===== src/rtl/instr_fetch.sv =====
// Instruction fetch front end: drives the memory address from the PC, captures the
// returned byte into a small prefetch FIFO and hands it to decode with valid/ready.
module instr_fetch #(
    parameter int                ADDR_W   = 8,
    parameter int                INSTR_W  = 8,
    parameter int                DEPTH    = 2,
    parameter logic [ADDR_W-1:0] RESET_PC = '0
) (
    input  logic               clk,
    input  logic               rst,
    output logic [ADDR_W-1:0]  mem_addr,
    input  logic [INSTR_W-1:0] mem_instr,
    input  logic               redirect_valid,
    input  logic [ADDR_W-1:0]  redirect_pc,
    input  logic               halt,
    output logic               out_valid,
    input  logic               out_ready,
    output logic [INSTR_W-1:0] out_instr,
    output logic [ADDR_W-1:0]  out_pc,
    output logic               halted,
    output logic [15:0]        fetch_count
);

    // Handshake: an entry leaves the FIFO on any rising edge where out_valid && out_ready;
    // out_valid never depends on out_ready, and a pop coinciding with a redirect still counts as consumed.

    localparam int PTR_W = (DEPTH > 1) ? $clog2(DEPTH) : 1;
    localparam int CNT_W = PTR_W + 1;
    localparam logic [CNT_W-1:0] FULL = CNT_W'(DEPTH);

    typedef enum logic {
        FETCH = 1'b0,
        HALT  = 1'b1
    } state_e;

    state_e             state_q, state_d;
    logic [ADDR_W-1:0]  pc_q, pc_d;
    logic [PTR_W-1:0]   rd_ptr_q, rd_ptr_d;
    logic [PTR_W-1:0]   wr_ptr_q, wr_ptr_d;
    logic [CNT_W-1:0]   count_q, count_d;
    logic [15:0]        fetch_count_q, fetch_count_d;
    logic [ADDR_W-1:0]  fifo_pc_q    [DEPTH];
    logic [INSTR_W-1:0] fifo_instr_q [DEPTH];
    logic               push;
    logic               pop;

    always_comb begin
        pop           = (count_q != '0) && out_ready;
        push          = (state_q == FETCH) && !halt && !redirect_valid && (count_q != FULL);
        state_d       = state_q;
        pc_d          = pc_q;
        rd_ptr_d      = rd_ptr_q;
        wr_ptr_d      = wr_ptr_q;
        count_d       = count_q;
        fetch_count_d = fetch_count_q;

        if (redirect_valid) begin
            // A redirect keeps the FSM where it is, except that a released halt is still honoured.
            if (state_q == HALT && !halt) begin
                state_d = FETCH;
            end
            pc_d     = redirect_pc;
            rd_ptr_d = '0;
            wr_ptr_d = '0;
            count_d  = '0;
        end else begin
            case (state_q)
                FETCH:   if (halt)  state_d = HALT;
                HALT:    if (!halt) state_d = FETCH;
                default: state_d = FETCH;
            endcase
            if (push) begin
                pc_d          = pc_q + 1'b1;
                wr_ptr_d      = wr_ptr_q + 1'b1;
                fetch_count_d = fetch_count_q + 16'd1;
            end
            if (pop) begin
                rd_ptr_d = rd_ptr_q + 1'b1;
            end
            if (push && !pop) begin
                count_d = count_q + 1'b1;
            end else if (!push && pop) begin
                count_d = count_q - 1'b1;
            end
        end
    end

    always_ff @(posedge clk) begin
        if (rst) begin
            state_q       <= FETCH;
            pc_q          <= RESET_PC;
            rd_ptr_q      <= '0;
            wr_ptr_q      <= '0;
            count_q       <= '0;
            fetch_count_q <= '0;
            for (int i = 0; i < DEPTH; i++) begin
                fifo_pc_q[i]    <= '0;
                fifo_instr_q[i] <= '0;
            end
        end else begin
            state_q       <= state_d;
            pc_q          <= pc_d;
            rd_ptr_q      <= rd_ptr_d;
            wr_ptr_q      <= wr_ptr_d;
            count_q       <= count_d;
            fetch_count_q <= fetch_count_d;
            if (push) begin
                fifo_pc_q[wr_ptr_q]    <= pc_q;
                fifo_instr_q[wr_ptr_q] <= mem_instr;
            end
        end
    end

    assign mem_addr    = pc_q;
    assign out_valid   = (count_q != '0);
    assign out_instr   = fifo_instr_q[rd_ptr_q];
    assign out_pc      = fifo_pc_q[rd_ptr_q];
    assign halted      = (state_q == HALT);
    assign fetch_count = fetch_count_q;

endmodule


===== config.mk =====
export PLATFORM = sky130hd
export DESIGN_NAME = instr_fetch
export DESIGN_NICKNAME = d
export VERILOG_FILES = /design/src/rtl/instr_fetch.sv
export SDC_FILE = /design/constraint.sdc
export NUM_CORES = 1
export LEC_CHECK = 0
export CAP_MARGIN = 5
export CORE_UTILIZATION = 39
export DETAILED_ROUTE_END_ITERATION = 10
export GPL_TIMING_DRIVEN = 1
export PLACE_DENSITY = 0.72
export SYNTH_ARGS = -nofsm -noshare
export SYNTH_HDL_FRONTEND = slang
export SYNTH_SLANG_ARGS = --single-unit

===== constraint.sdc =====
create_clock -name clk -period 2.05 [get_ports clk]
set_input_delay 0.615 -clock clk [delete_from_list [all_inputs] [get_ports clk]]
set_output_delay 0.615 -clock clk [all_outputs]
set_load 0.02 [all_outputs]

; After elaboration in Yosys (flattened, before gate mapping)
; Memory sizes are Yosys's and may differ from the RTL's. A register that Yosys moved wholly into a read port is not among the register bits.
; Index checks and enable logic that the tools add are counted.
[op_classes]
addsub = 6
n_eq_ne = 2
n_mux = 22
n_bitwise = 2
reduce_logical = 18
[ops]
columns = op, count
row1 = 2-to-1 mux 8 bit, 4
row2 = adder 16 x 1 -> 16 bit (second input constant), 1
row3 = 2-to-1 mux 1 bit, 16
row4 = OR reduction 8 bit, 2
row5 = adder 8 x 1 -> 8 bit (second input constant), 1
row6 = logical AND 1 bit, 7
row7 = nonzero test 2 bit, 3
row8 = logical NOT 1 bit, 4
row9 = 2-to-1 mux 2 bit, 2
row10 = adder 1 bit (second input constant), 2
row11 = adder 2 x 1 -> 2 bit (second input constant), 1
row12 = != test 2 x 1 -> 1 bit (second input constant), 1
row13 = != test 2 bit (second input constant), 1
row14 = inverter 1 bit, 2
row15 = AND reduction 2 bit, 1
row16 = OR reduction 2 bit, 1
row17 = subtractor 2 x 1 -> 2 bit (second input constant), 1
[word_totals]
register_bits = 29
ramBits = 32
wordCells = 58
n_memories = 2
[mem_list]
columns = memory, depth, width, rd, rd_clocked_by_memory_dff, wr, line_no
row1 = fifo_instr_q, 2, 8, 1, 1, 2, 43  ; logic [INSTR_W-1:0] fifo_instr_q [DEPTH];
row2 = fifo_pc_q, 2, 8, 1, 1, 2, 42  ; logic [ADDR_W-1:0] fifo_pc_q [DEPTH];

; Longest topological paths before layout
; Gate-level depths: netlist of run 1.
[logic_depth]
depth_word = 9
depth_mapped = 9
ltp_nobuf = 7

; Least setup slack after synthesis of run 1
; OpenSTA, ideal clock, no wires.
[synth_timing]
path_type = reg-to-output
start = reg with a tool-made name
end = out out_instr[4]
arrival_ps = 1321
required_ps = 1435
slack_ps = 114
stages_incl_launch_ff = 4
cell_sequence = dfxtp_1 > clkbuf_1 > clkbuf_1 > mux2_2
[synth_rtl]
columns = element, line_no
row1 = to (decl), 18  ; output logic [INSTR_W-1:0] out_instr,

; Worst setup path after layout of run 1
[layout_timing]
start = reg fetch_count_q[0], in the netlist fetch_count[0]
end = out fetch_count[0]
[layout_rtl]
columns = element, line_no
row1 = from (decl), 41  ; logic [15:0] fetch_count_q, fetch_count_d;
row2 = from (signal assigned), 106  ; fetch_count_q <= fetch_count_d;
row3 = to (decl), 21  ; output logic [15:0] fetch_count
; No word-level cell between the ends.

==> out/metrics.csv, run 1 <==
metric;value;unit
status;finished clean;
grt_usage;17.5;%
p_leak;1.72;nW
clkTransAtPathRegs;0.07;ns
h-tree-depth;3;
clk_path_buf_depth;2;
fmax;494;MHz
overflow;0;
syn-num-nets;276;
die_area;7630;sq um
layout.nets;358;
dp.cells;418;
power.density;746;nW/um^2
cpPeakStageDelay;0.64;ns
core_area;6910;sq um
final_cell_mix;34 x and2_1, 32 x edfxtp_1, 29 x dfxtp_1, 27 x clkdlybuf4s50_1;
cts_tree;yes;
antennaDiodeCount;0;
layout_commonest_cell;and2_1;
final_cells;435;
finalSetupViolations;0;
grt_pass1_wl;9850;um
start_util;41.2;%
clk_latency;0.35;ns
port_buffers;62;
gp_congestion;0.812;
synth_area_per_cell;11.3;sq um
cp.required;1.43;ns
synth_cell_types;39;
yosysWarnings;0;
antenna_found_initial;0;
drt_iter0_markers;111;
holdCritPathClass;flip-flop to flip-flop;
cpMaxStageDelayCell;clkdlybuf4s50_1;
fin_crit;2.02;ns
cp_num_buf_inv;1;
ys_seq_area_share;54.9;%
drt_first_pass_iters;4;
drv_slew;0;
power;2.94;mW
skew;0.00656;ns
ir_drop;0.372;mV
ios;63;
wl_per_cell;14.2;um
path_delay_family;buffers and inverters;
areaGrowthSynthToFinish;38.5;%
cts_sinks;62;
fin_crit_sh;98.7;%
ant_nets;0;
hold_buffers;0;
cp.arrival;1.41;ns
grt_setup_unrepaired;false;
grt_max_degree;19;
postCtsSetupRepairBufs;0;
die_h;87.4;um
fin_setup_tns;0;ns
synth_area;2840;sq um
hpwl;4220;um
vias;2187;
row_count;30;
synth_cells;252;
path_max_fanout;4;
ys_ff_latch;62;
max_slew_margin;82.8;%
grt_pass1_vias;2096;
worst_pin_slew;0.257;ns
layout-drive-gt1-share;24.5;%
drc;0;
startpoint_type;flip-flop;
numCtsBuffers;9;
die-width;87.4;um
vias_per_cell;5.03;
path_class;flip-flop to primary output;
path_cells;clkdlybuf4s50_1;
clockRootBuffer;clkbuf_8;
routed_wl;6190;um
finalHoldViolations;0;
drv_cap;0;
crit_path_end_kind;primary output;
==> repair_timing <==
item                                    CTS  global route
gates cloned                              1             0
endpoints found under the setup margin   25            12
gates resized for setup                  76            13
==> worst paths after layout <==
check | slack [ns] | startpoint | cells after the start | to
setup / recovery | 0.03 | fetch_count[0]$_SDFFE_PP0P_ | 1 | fetch_count[0]
hold / removal | 0.50 | fetch_count[15]$_SDFFE_PP0P_ | 2 | fetch_count[15]$_SDFFE_PP0P_
setup reg to reg | 0.32 | fetch_count[0]$_SDFFE_PP0P_ | 5 | fetch_count[14]$_SDFFE_PP0P_
hold reg to reg | 0.50 | fetch_count[15]$_SDFFE_PP0P_ | 2 | fetch_count[15]$_SDFFE_PP0P_
==> cell usage after synthesis (all sizes together) <==
cell type | count | area [sq um]
nand4 | 10 | 62.6
edfxtp | 32 | 961
nor3 | 5 | 25.0
and4 | 2 | 17.5
and2 | 34 | 213
or4 | 4 | 30.0
nand3 | 7 | 40.0
inv | 4 | 15.0
mux2i | 1 | 10.0
or2 | 3 | 18.8
nand2b | 1 | 8.76
o21ai | 3 | 15.0
nor2b | 2 | 12.5
or3 | 4 | 25.0
ha | 3 | 37.5
and3 | 6 | 37.5
nor2 | 19 | 78.8
nor4 | 2 | 18.8
dfxtp | 30 | 601
a211oi | 7 | 52.6
and4b | 1 | 10.0
clkbuf | 8 | 30.0
mux2 | 18 | 203
o31ai | 4 | 30.0
a21oi | 7 | 35.0
a311oi | 1 | 8.76
xor2 | 14 | 123
nand2 | 8 | 30.0
o211a | 1 | 10.0
and3b | 1 | 8.76
buf | 6 | 40.0
xnor2 | 4 | 35.0
==> logic make-up (layout without fill, tap and decap cells) <==
logic type | Yosys count | count (layout) | synth area share, %
simple gates | 109 | 109 | 22.4
flops | 62 | 62 | 54.9
compound gates | 23 | 23 | 5.33
mux | 19 | 19 | 7.48
xor+xnor | 18 | 18 | 5.55
buf+inv | 18 | 105 | 2.99
fa+ha+maj | 3 | 3 | 1.32
==> flip-flops by register name, indices dropped and copies added (netlist names), named ones only <==
| signal | cells |
|---|---|
| fetch_count | 16 |
| fifo_instr_q | 16 |
| fifo_pc_q | 16 |
| mem_addr | 8 |
| count_q | 2 |
| halted | 1 |
| rd_ptr_q | 1 |
| wr_ptr_q | 1 |
==> where the power goes <==
| part | internal [mW] | switching [mW] |
|---|---|---|
| logic | 0.172 | 0.176 |
| registers | 1.36 | 0.0336 |
| clock network | 0.687 | 0.510 |
| total | 2.22 | 0.719 |
==> layer usage <==
layer	vias up	wire length, um	part of all wire (%)	GRT usage (%)
met5	-	0	0	0
met2	74	3010	49	29.6
li1	1068	-	-	-
met1	1031	2680	43	20.6
met3	14	379	6.1	4.55
met4	0	117	1.9	8.64
==> through the flow <==
| step | setup slack (ns) | hold WS [ns] | utilization (%) | cell area [sq um] |
|---|---|---|---|---|
| detailed placement | -0.275 | 0.480 | 54.2 | 3740 |
| finish | 0.0264 | 0.500 | 57.0 | 3940 |
| global placement | -0.238 | 0.469 | 54.2 | 3740 |
| CTS | -0.0538 | 0.494 | 56.6 | 3910 |
| floorplan | 0.114 | 0.520 | - | 2840 |
| global route | 0.00447 | 0.536 | 57.0 | 3940 |
==> cell type report <==
type / count / area, sq um
multi-input combinational: 172 / 1200
fill: 594 / 2970
clock buffer: 9 / 124
timing repair buffer: 85 / 812
clock inverter: 7 / 97.6
sequential: 62 / 1570
tap: 96 / 120
inverter: 4 / 15.0
(Power assumes the default switching activity.)
==> inputs of run 2 (changes only) <==
--- a/config.mk
+++ b/config.mk
@@ -6,6 +6,7 @@
 export NUM_CORES = 1
 export LEC_CHECK = 0
 export CAP_MARGIN = 5
+export CORE_ASPECT_RATIO = 0.8
 export CORE_UTILIZATION = 39
 export DETAILED_ROUTE_END_ITERATION = 10
 export GPL_TIMING_DRIVEN = 1
==> run 2 against run 1 <==
Effect of this change:
- first-iteration DRC count shrank 44%
- clock power shrank 5%
- maximum frequency grew 1.7%
- power shrank 2.1%
- worst setup slack gained 0.034 ns
- critical path depth is the same
- non-clock buffer count shrank 2
- design area shrank 0.79%
- via count shrank 0.78%
- utilization shrank 0.88 points
- combinational power shrank 2%
- cell count shrank 2.5%
==> out/metrics.csv, run 2 (synthesis results as in run 1) <==
metric;value;unit
finalSetupViolations;0;
regToRegEndpoint;fetch_count[12]$_SDFFE_PP0P_;
clkTransAtPathRegs;0.07;ns
wl_per_cell;14.9;um
crit_path_end_kind;primary output;
setup_ws;0.0607;ns
clk_path_buf_depth;2;
final_core_util;56.1;%
startpoint_type;flip-flop;
regArea;1570;sq um
row_count;27;
worstRegToRegCells;5;
r2r_slack;0.30;ns
drc;0;
core_area;6960;sq um
grt_usage;17.0;%
holdCritPathClass;flip-flop to flip-flop;
min_from;fetch_count[15]$_SDFFE_PP0P_;
met3_usage;5.43;%
die_h;78.4;um
layout.nets;356;
skew;0.00498;ns
finalHoldViolations;0;
path_cells;clkdlybuf4s50_1;
p_leak;1.64;nW
cts_sinks;62;
h-tree-depth;3;
cp.required;1.43;ns
cpMaxStageDelayCell;clkdlybuf4s50_1;
grt_max_degree;19;
layout-drive-gt1-share;23.7;%
areaGrowthSynthToFinish;37.4;%
cp_num_buf_inv;1;
fin_crit;1.99;ns
multi_input_area;1210;sq um
antennaDiodeCount;0;
use_met1;21.7;%
worstReg2RegStart;fetch_count[0]$_SDFFE_PP0P_;
drv_slew;0;
min_delay_worst_endpoint;fetch_count[15]$_SDFFE_PP0P_;
final_cells;424;
antenna_found_initial;0;
path_class;flip-flop to primary output;
drt_iter0_markers;62;
grt_setup_unrepaired;false;
gp_congestion;0.851;
hpwl;4340;um
drv_cap;0;
vias_per_cell;5.12;
grt_pass1_wl;10100;um
routed_wl;6300;um
fillers;603;
worst_pin_slew;0.278;ns
hold_depth;2;
path_max_fanout;6;
dp.cells;407;
cts_tree;yes;
ios;63;
die-width;97.5;um
use_met2;28.3;%
path_delay_family;buffers and inverters;
numCtsBuffers;9;
die_area;7640;sq um
postCtsSetupRepairBufs;0;
status;finished clean;
drt_first_pass_iters;4;
clk_latency;0.33;ns
overflow;0;
cp.arrival;1.37;ns
fmax;503;MHz
power.density;736;nW/um^2
cpPeakStageDelay;0.63;ns
grt_pass1_vias;2044;
start_util;40.8;%
port_buffers;62;
dp_slack;-0.253;ns
ir_drop;0.387;mV
fin_crit_sh;97.0;%
final_cell_mix;34 x and2_1, 34 x clkdlybuf4s50_1, 32 x edfxtp_1, 29 x dfxtp_1, 18 x nor2_1;
top_usage_layer;met2;
clockRootBuffer;clkbuf_8;
vias;2170;
ant_nets;0;
max_slew_margin;81.4;%
run 2: metal layers:
metal	part of all wire, %	wire [um]
met5	0	0
met4	1.0	63
met3	4.6	288
met2	48	3030
met1	46	2920
run 2: layout make-up:
cell class | instances | area share (%)
Clock buffer | 15 | 5.61
Clock inverter | 1 | 0.128
Inverter | 4 | 0.384
Multi-Input combinational cell | 172 | 31.0
Sequential cell | 62 | 40.1
Tap cell | 87 | 2.79
Timing Repair Buffer | 83 | 20.0
run 2: metrics by stage:
| step | total power [mW] | TNS, ns | hold WS (ns) | area [sq um] |
|---|---|---|---|---|
| final | 2.88 | 0 | 0.478 | 3910 |
| after global routing | 2.97 | 0 | 0.516 | 3910 |
| after CTS | 2.90 | 0 | 0.481 | 3870 |
| after detailed placement | 1.79 | -10.0 | 0.471 | 3700 |
| after global placement | 1.78 | -8.02 | 0.469 | 3700 |
| after floorplan | 1.60 | 0 | 0.520 | 2840 |
run 2: how the worst max path moves through the flow:
stage / from / endpoint / slack (ns) / cells after the start
2_1_floorplan: flip-flop / out_instr[4] / 0.11 / 3
3_3_place_gp: redirect_valid / fetch_count[15]$_SDFFE_PP0P_ / -0.23 / 5
3_5_place_dp: redirect_valid / fetch_count[15]$_SDFFE_PP0P_ / -0.25 / 5
4_1_cts: mem_addr[4]$_SDFFE_PP0P_ / mem_addr[4] / 0.01 / 1
5_1_grt: fetch_count[0]$_SDFFE_PP0P_ / fetch_count[0] / 0.003 / 1
6_report: fetch_count[8]$_SDFFE_PP0P_ / fetch_count[8] / 0.06 / 1
run 2: power by group:
group	total [mW]	internal (mW)	switching (mW)
logic	0.342	0.167	0.175
registers	1.39	1.36	0.0368
clock network	1.14	0.685	0.455
total	2.88	2.21	0.666
run 2: worst reg2reg max path, cell delays in order (launching register included):
cell and delay (ns):
dfxtp_1 0.40, ha_1 0.20, and3b_1 0.21, nand4_1 0.13, or3_1 0.38, mux2_1 0.31
run 2: repair_timing:
item | in CTS | in global routing
hold buffers | 0 | 0
cloned | 1 | 0
hold endpoints to repair | 0 | 0
gates resized for setup | 73 | 10
setup endpoints to repair | 21 | 10
==> inputs of run 3 (changes only) <==
--- a/config.mk
+++ b/config.mk
@@ -10,7 +10,7 @@
 export CORE_UTILIZATION = 39
 export DETAILED_ROUTE_END_ITERATION = 10
 export GPL_TIMING_DRIVEN = 1
-export PLACE_DENSITY = 0.72
+export PLACE_DENSITY_LB_ADDON = 0.2
 export SYNTH_ARGS = -nofsm -noshare
 export SYNTH_HDL_FRONTEND = slang
 export SYNTH_SLANG_ARGS = --single-unit
==> run 3 against run 2 <==
Effect of this change:
- register-to-register slack better by 0.04 ns
- non-clock buffer count up 1
- flip-flop and latch count unchanged
- power down 2.8%
- global-route usage up 0.24 points
- die area unchanged
- cell count up 0.24%
- highest routed layer unchanged
- hold slack better by 0.0091 ns
- clock skew up 0.00075 ns
- sequential power about the same
==> out/metrics.csv, run 3 (synthesis results as in run 1) <==
metric;value;unit
startpoint_type;flip-flop;
final_cells;425;
fmax;500;MHz
layout.nets;357;
grt_setup_unrepaired;false;
met3_usage;5.88;%
drv_cap;0;
p_leak;1.62;nW
clk_path_buf_depth;2;
finalSetupViolations;0;
gp_congestion;0.796;
crit_path_end;fetch_count[9];
ant_nets;0;
path_max_fanout;5;
die_area;7640;sq um
grt_max_degree;30;
ir_drop;0.333;mV
status;finished clean;
multi_input_area;1200;sq um
die_h;78.4;um
path_class;flip-flop to primary output;
clockRootBuffer;clkbuf_8;
p_sw_share;25.2;%
vias;2143;
vias_per_cell;5.04;
row_count;27;
holdCritPathClass;flip-flop to flip-flop;
regToRegEndpoint;fifo_instr_q[1][1]$_SDFFCE_PN0P_;
antennaDiodeCount;0;
startpoint;fetch_count[9]$_SDFFE_PP0P_;
ios;63;
drt_first_pass_iters;4;
cts_sinks;62;
use_met1;22.3;%
cpMaxStageDelayCell;clkdlybuf4s50_1;
areaGrowthSynthToFinish;36.1;%
drc;0;
cp.arrival;1.39;ns
intPower;2.09;mW
regArea;1570;sq um
path_cells;clkdlybuf4s50_1;
crit_path_end_kind;primary output;
setup_ws;0.0481;ns
core_area;6960;sq um
grt_pass1_wl;10000;um
whs;0.487;ns
p_switching;0.703;mW
fillers;619;
fin_setup_tns;0;ns
use_met2;26.9;%
top_usage_layer;met2;
die-width;97.5;um
start_util;40.8;%
finalHoldViolations;0;
hold_buffers;0;
clk_latency;0.34;ns
worstSetupPathDepth;1;
dp.cells;407;
grt_pass1_vias;2051;
fin_crit_sh;97.7;%
worstReg2RegStart;count_q[0]$_SDFFE_PP0P_;
final_cell_mix;34 x and2_1, 32 x edfxtp_1, 32 x clkdlybuf4s50_1, 29 x dfxtp_1, 19 x buf_4;
clkTransAtPathRegs;0.07;ns
routed_wl;6280;um
cp_num_buf_inv;1;
path_delay_family;buffers and inverters;
p_seq_share;49.7;%
hpwl;4100;um
r2r_slack;0.34;ns
port_buffers;62;
drv_slew;0;
worstRegToRegCells;6;
cp.required;1.43;ns
h-tree-depth;3;
fin_crit;2.00;ns
overflow;0;
power.density;722;nW/um^2
layout_commonest_cell;and2_1;
wl_per_cell;14.8;um
skew;0.00574;ns
cts_tree;yes;
antenna_found_initial;0;
power;2.79;mW
drt_iter0_markers;70;
p_clk_share;37.8;%
worst_pin_slew;0.314;ns
layout-drive-gt1-share;24.0;%
grt_usage;17.2;%
cpPeakStageDelay;0.64;ns
max_slew_margin;79.1;%
numCtsBuffers;9;
dp_slack;-0.304;ns
power_frac_comb;12.5;%
## run 3: power by group through the flow
stage	Sequential, mW	Clock (mW)	Combinational [mW]
floorplan	1.43	0	0.171
global placement	1.41	0	0.373
detailed placement	1.42	0	0.377
CTS	1.39	1.08	0.356
global route	1.39	1.13	0.377
finish	1.39	1.06	0.349
## run 3: worst register-to-register path: stages (launching register included)
cell and delay [ns]:
dfxtp_1 0.39, nand2b_2 0.25, buf_4 0.19, nand2_1 0.09, nor4_2 0.17, or2_2 0.18
buf_12 0.15
## run 3: repair_timing
item	in CTS	in global routing
resized for setup	76	11
gates cloned	1	0
endpoints found under the setup margin	25	19
setup buffers	1	1
## run 3: metrics by stage
step           cell area (sq um)  util, %
5_1_grt                     3870     55.6
3_5_place_dp                3700     53.2
6_report                    3870     55.6
3_3_place_gp                3700     53.2
4_1_cts                     3860     55.4
2_1_floorplan               2840        -
## run 3: metal layers
| layer | wire length (um) | part of all wire (%) |
|---|---|---|
| met2 | 2950 | 47 |
| met3 | 297 | 4.7 |
| met1 | 2960 | 47 |
| met5 | 0 | 0 |
| met4 | 77 | 1.2 |
## run 3: cell type report
cell class	instances	area share, %
clock buffers	9	3.20
inverters	4	0.388
flip-flops and latches	62	40.5
multi-input cells	172	31.1
repair buffers	84	20.1
well taps	87	2.81
clock inverters	7	1.91
## run 3: worst min-delay path by stage
stage,cells after the start,from,endpoint
final,2,fetch_count[15]$_SDFFE_PP0P_,fetch_count[15]$_SDFFE_PP0P_
after global routing,2,fetch_count[15]$_SDFFE_PP0P_,fetch_count[15]$_SDFFE_PP0P_
after CTS,2,fetch_count[15]$_SDFFE_PP0P_,fetch_count[15]$_SDFFE_PP0P_
after detailed placement,2,fetch_count[15]$_SDFFE_PP0P_,fetch_count[15]$_SDFFE_PP0P_
after global placement,2,fetch_count[15]$_SDFFE_PP0P_,fetch_count[15]$_SDFFE_PP0P_
after floorplan,2,rd_ptr_q$_SDFFE_PP0P_,flip-flop
